<file path="src/rtl/bus_arbiter_2to1_pkg.sv">
// Shared encodings for the two-requester round-robin word arbiter.
// The FSM states double as grant owners; SRC_* tag output words by origin.
package bus_arbiter_2to1_pkg;

  typedef enum logic [1:0] {
    ST_IDLE    = 2'd0,
    ST_GRANT_A = 2'd1,
    ST_GRANT_B = 2'd2
  } state_e;

  localparam logic SRC_A = 1'b0;
  localparam logic SRC_B = 1'b1;

  // The requester that gets the next tie once the current one is released.
  function automatic logic other_src(input logic src);
    return ~src;
  endfunction

endpackage

</file>
<file path="src/rtl/bus_arbiter_2to1_word_sel_mux.sv">
// Combinational 2:1 select of the two requesters' word and last flag.
// sel_i follows the registered grant, so the path is mux -> output register.
module word_sel_mux #(
  parameter int WIDTH = 32
) (
  input  logic             sel_i,
  input  logic [WIDTH-1:0] a_data_i,
  input  logic             a_last_i,
  input  logic [WIDTH-1:0] b_data_i,
  input  logic             b_last_i,
  output logic [WIDTH-1:0] data_o,
  output logic             last_o
);

  assign data_o = sel_i ? b_data_i : a_data_i;
  assign last_o = sel_i ? b_last_i : a_last_i;

endmodule

</file>
<file path="src/rtl/bus_arbiter_2to1.sv">
// Round-robin arbiter for two word producers sharing one consumer port.
// Grants last a whole burst (last flag) or MAX_BURST words, whichever is first.
module bus_arbiter_2to1
  import bus_arbiter_2to1_pkg::*;
#(
  parameter int WIDTH     = 32,
  parameter int MAX_BURST = 16
) (
  input  logic             clk,
  input  logic             reset,
  input  logic             a_valid,
  input  logic [WIDTH-1:0] a_data,
  input  logic             a_last,
  output logic             a_ready,
  input  logic             b_valid,
  input  logic [WIDTH-1:0] b_data,
  input  logic             b_last,
  output logic             b_ready,
  output logic             out_valid,
  output logic [WIDTH-1:0] out_data,
  output logic             out_last,
  output logic             out_src,
  input  logic             out_ready,
  output logic             sel,
  output logic             busy
);

  localparam int              CNT_W   = $clog2(MAX_BURST + 1);
  localparam logic [CNT_W-1:0] CNT_MAX = CNT_W'(MAX_BURST);

  state_e             state_q, state_d;
  logic               prio_q, prio_d;
  logic [CNT_W-1:0]   cnt_q, cnt_d;
  logic               sel_q, sel_d;
  logic               out_valid_q, out_valid_d;
  logic [WIDTH-1:0]   out_data_q, out_data_d;
  logic               out_last_q, out_last_d;
  logic               out_src_q, out_src_d;

  logic [WIDTH-1:0]   mux_data;
  logic               mux_last;
  logic               out_free;
  logic               granted_valid;
  logic               accept;
  logic [CNT_W-1:0]   cnt_inc;
  logic               grant_end;
  logic               other_valid;

  word_sel_mux #(.WIDTH(WIDTH)) u_word_sel_mux (
    .sel_i    (sel_q),
    .a_data_i (a_data),
    .a_last_i (a_last),
    .b_data_i (b_data),
    .b_last_i (b_last),
    .data_o   (mux_data),
    .last_o   (mux_last)
  );

  // The output slot can take a word when empty or being drained this cycle.
  assign out_free      = !out_valid_q || out_ready;
  assign a_ready       = (state_q == ST_GRANT_A) && out_free;
  assign b_ready       = (state_q == ST_GRANT_B) && out_free;
  assign granted_valid = ((state_q == ST_GRANT_A) && a_valid) ||
                         ((state_q == ST_GRANT_B) && b_valid);
  assign accept        = granted_valid && out_free;
  assign cnt_inc       = cnt_q + CNT_W'(1);
  assign grant_end     = accept && (mux_last || (cnt_inc == CNT_MAX));
  assign other_valid   = (sel_q == SRC_A) ? b_valid : a_valid;

  always_comb begin
    // NOTE: every variable gets a default before any branch, so no path
    // leaves one unassigned and no latch is inferred.
    state_d = state_q;
    prio_d  = prio_q;
    cnt_d   = cnt_q;
    unique case (state_q)
      ST_IDLE: begin
        if (a_valid && (!b_valid || (prio_q == SRC_A))) begin
          state_d = ST_GRANT_A;
          cnt_d   = '0;
        end else if (b_valid) begin
          state_d = ST_GRANT_B;
          cnt_d   = '0;
        end
      end
      ST_GRANT_A, ST_GRANT_B: begin
        if (accept) begin
          cnt_d = cnt_inc;
        end
        if (grant_end) begin
          prio_d = other_src(sel_q);
          cnt_d  = '0;
          // Hand over without an IDLE bubble when the other side is waiting.
          if (other_valid) begin
            state_d = (sel_q == SRC_A) ? ST_GRANT_B : ST_GRANT_A;
          end else begin
            state_d = ST_IDLE;
          end
        end
      end
      default: state_d = ST_IDLE;
    endcase
  end

  always_comb begin
    sel_d = sel_q;
    if (state_d == ST_GRANT_B) begin
      sel_d = SRC_B;
    end else if (state_d == ST_GRANT_A) begin
      sel_d = SRC_A;
    end
  end

  always_comb begin
    out_valid_d = out_valid_q;
    out_data_d  = out_data_q;
    out_last_d  = out_last_q;
    out_src_d   = out_src_q;
    if (accept) begin
      out_valid_d = 1'b1;
      out_data_d  = mux_data;
      out_last_d  = mux_last;
      out_src_d   = sel_q;
    end else if (out_ready) begin
      out_valid_d = 1'b0;
    end
  end

  // NOTE: sequential state uses non-blocking assignments so every register
  // samples pre-edge values regardless of process ordering.
  always_ff @(posedge clk or posedge reset) begin
    if (reset) begin
      state_q     <= ST_IDLE;
      prio_q      <= SRC_A;
      cnt_q       <= '0;
      sel_q       <= SRC_A;
      out_valid_q <= 1'b0;
      out_data_q  <= '0;
      out_last_q  <= 1'b0;
      out_src_q   <= SRC_A;
    end else begin
      state_q     <= state_d;
      prio_q      <= prio_d;
      cnt_q       <= cnt_d;
      sel_q       <= sel_d;
      out_valid_q <= out_valid_d;
      out_data_q  <= out_data_d;
      out_last_q  <= out_last_d;
      out_src_q   <= out_src_d;
    end
  end

  assign out_valid = out_valid_q;
  assign out_data  = out_data_q;
  assign out_last  = out_last_q;
  assign out_src   = out_src_q;
  assign sel       = sel_q;
  assign busy      = (state_q != ST_IDLE);

endmodule

</file>
<file path="config.mk">
export PLATFORM = sky130hd
export DESIGN_NAME = bus_arbiter_2to1
export DESIGN_NICKNAME = d
export VERILOG_FILES = /design/src/rtl/bus_arbiter_2to1_pkg.sv /design/src/rtl/bus_arbiter_2to1_word_sel_mux.sv /design/src/rtl/bus_arbiter_2to1.sv
export SDC_FILE = /design/constraint.sdc
export NUM_CORES = 1
export LEC_CHECK = 0
export CAP_MARGIN = 20
export CELL_PAD_IN_SITES_DETAIL_PLACEMENT = 0
export CELL_PAD_IN_SITES_GLOBAL_PLACEMENT = 1
export CORE_ASPECT_RATIO = 0.7
export CORE_UTILIZATION = 27
export CTS_BUF_LIST = sky130_fd_sc_hd__clkbuf_16
export CTS_CLUSTER_SIZE = 30
export DETAILED_ROUTE_END_ITERATION = 8
export GPL_ROUTABILITY_DRIVEN = 0
export GPL_TIMING_DRIVEN = 1
export PLACE_DENSITY = 0.85
export SKIP_LAST_GASP = 1
export SLEW_MARGIN = 5
export SYNTH_ARGS = -nofsm -noshare
export SYNTH_HDL_FRONTEND = slang
export SYNTH_SLANG_ARGS = --single-unit
</file>
<file path="constraint.sdc">
create_clock -name clk -period 2 [get_ports clk]
set_input_delay 0.4 -clock clk [delete_from_list [all_inputs] [get_ports clk]]
set_output_delay 0.4 -clock clk [all_outputs]
set_load 0.1 [all_outputs]
</file>
==> impl_results.md <==
- Status: finished with violations
- Violated checks: negative setup slack
- Worst Path Max Fanout: 3
- EDFF count, synth: 0
- Remaining DRCs: 0
- Largest family of logic cells by synthesized area: multiplexers
- CTS max path bufs: 2
- GR Util All Layers: 14.0%
- Sequential fraction of the synthesis area: 49.7%
- Reg2reg setup slack: -0.23 ns
- Antenna Violating Nets Remaining: 0
- Final net count: 420
- Top-area cell type share of the netlist area: 49.7%
- Die area: 8570 sq um
- Xor and xnor area share after synthesis: 0.396%
- Crit-path cells: inv_2, ha_2, a22oi_2, buf_4, nor2_4, a211oi_4, a221o_1, ha_1, mux2_2
- Post-route setup TNS: -0.234 ns
- Crit. End Element: register
- CP Class: reg -> reg
- Multi-input logic area: 1080 sq um
- Mapped Cells: 212
- DP HPWL: 4.50 mm
- Clock sinks: 44
- Die Span Y: 77.8 um
- H-tree depth: 2
- Ys Warns: 0
- Critical Path AT: 2.40 ns
- Adder-cell share of the synthesized area: 3.39%
- Worst Setup EP: sel
- Worst-Skew Late Latency: 0.28 ns
- Fin. Hold Viols: 0
- Synth Area in Compound Gates: 14.4%
- Slew Viols, Final: 0
- DR vias: 1993
- Fmax: 0.448 GHz
- Most used DFF post-synth: dfrtp_1
- Synth top area cells: dfrtp_1 (50%), mux2i_1 (16%), a21oi_1 (8.6%)
- FFs w/ async S/R, synth: 100%
- Routed WL per cell: 13.3 um
- CTS clk-pin slew, worst paths: 0.06 ns
- Worst clock skew: 0.00606 ns
- Period Utilization, post-route: 112%
- Synth Area in Simple Gates: 11.2%
- Post-Syn Area: 2210 sq um
- DR vias/cell: 4.49
- Critical Path Source Type: register
- GRT overflow: 0
- Distinct cells, synth: 32
- Ports placed on the boundary: 110
- RSZ-0062 raised after global routing: true
- Cts bufs inserted: 5
- Critical Path Source: state_q[1]
- FF-to-FF End: sel
- Least-Margin Pin Slew: 0.383 ns
- Initial Util: 28.0%
- Antenna violations before repair: 0
- Syn_nets: 289
- CP delay by family, top: compound AO/OA/AOI/OAI gates
- Layout Cells excl Fill: 444
- Largest net degree at the start of global routing: 41
- First-pass GRT wire length: 9.26 mm
- Syn_area_per_cell: 10.4 sq um
- CTS Hold Bufs: 0
- Crit path time final: 2.23 ns
- Largest area contributor in the synthesized netlist: dfrtp_1
- Layout area overhead: 68.6%
- Die Wd: 110 um
- Rows: 27
- 1st-iter DRT viols: 76
- Final setup viols: 1
- Crit path depth: 9
- Hold crit path type: in -> async
- Storage cell area: 1110 sq um
- Number of max-cap violations: 0
- Buffers & Inverters on Critical Path: 2
- Top post-synthesis cells by count: dfrtp_1 (44), a21oi_1 (38), nor2_1 (36)
- Register bit count reported by yosys: 44
- Vias in the first global route: 1997
- Slowest-stage cell, CP: dfrtp_1
- Most common cell in the synthesized netlist: dfrtp_1
- CTS Root Cell: clkbuf_16
- Relative slew slack: 74.4%
- Fillers: 749
- Dpl cells: 432
- Post-synthesis mux area share: 17.4%
- FF-to-FF path depth: 9
- Largest stage delay, worst path: 0.41 ns
- RR Startpoint: state_q[1]
- CTS tree: done
- PnR worst setup slack: -0.234 ns
- Ratio of cells with drive above 1 in the final layout: 27.4%
- Core Box Area: 7910 sq um
- Worst EP required: 2.17 ns
- Antenna Cells: 0
- Port Buffers: 109
- Total wire length: 5.92 mm
- Drt first pass iters: 4
==> metrics by stage <==
step | util (%) | worst slack [ns] | hold slack (ns) | instance area, sq um
final | 47.2 | -0.234 | 0.421 | 3730
after global placement | 44.5 | -0.396 | 0.492 | 3520
after global routing | 47.2 | -0.302 | 0.457 | 3730
after detailed placement | 44.5 | -0.468 | 0.497 | 3520
after floorplan | - | -0.195 | 0.487 | 2230
after CTS | 46.7 | -0.187 | 0.433 | 3690
==> cells in the final DEF, fill, tap and decap left out, types with 2 or more instances in the layout <==
cell type / instances
nand2b_1: 2
nor2_1: 36
clkdlybuf4s50_1: 70
a22o_2: 2
dfrtp_1: 42
dfrtp_4: 2
mux2_2: 3
a221o_1: 2
clkinv_1: 2
mux2i_1: 34
nand2_1: 4
a21oi_1: 37
buf_12: 5
ha_1: 4
ha_2: 2
inv_1: 4
buf_4: 59
clkbuf_16: 5
and2_1: 2
inv_2: 3
nand3_1: 2
==> worst reg2reg max path, delay by kind of cell (launching register included) <==
family / cells / cell delay, ns
adder cells (fa/ha/maj): 2 / 0.47
flip-flops: 1 / 0.41
AND/OR/NAND/NOR: 1 / 0.11
buffers and inverters: 2 / 0.25
AO/OA/AOI/OAI: 3 / 0.57
multiplexers: 1 / 0.32
==> cells by family after synthesis <==
kind of cell / after synthesis
AOI/OAI and AO/OA: 52
xor gates and xnor gates: 1
buffers and inverters: 18
DFF: 44
and+or+nand+nor: 53
adders and majority gates: 6
muxes: 38
==> cell type report <==
cell class | count | area share [%]
repair buffers | 135 | 33.7
flip-flops and latches | 44 | 29.7
multi-input cells | 150 | 28.9
well taps | 101 | 3.39
clock buffers | 5 | 3.35
inverters | 7 | 0.704
clock inverters | 2 | 0.201
==> how the worst min path moves through the flow <==
stage                     startpoint          end  depth (start not counted)
after floorplan               prio_q       prio_q                          2
after global placement       out_src      out_src                          1
after detailed placement     out_src      out_src                          1
after CTS                      reset  out_data[4]                          2
after global routing           reset  out_data[4]                          2
final                          reset  out_data[4]                          2
==> flip-flops by register name, indices dropped and copies added (netlist names) <==
register and cells:
out_data 32, cnt_q 5, state_q 2, out_last 1, out_src 1, out_valid 1, sel 1, prio_q 1
==> metal layers <==
| metal | GRT usage [%] | wire length (um) |
|---|---|---|
| met5 | 0 | 0 |
| met4 | 3.16 | 34 |
| met3 | 4.12 | 527 |
| met2 | 23.6 | 2750 |
| met1 | 17.6 | 2610 |
==> what timing repair did <==
item	CTS	global route
setup buffers	3	2
endpoints found under the setup margin	5	26
gates resized for setup	6	6
pin swaps	2	3
Power is not shown: default switching activity piles up to over one toggle a cycle in this logic, so the estimate is an artifact.
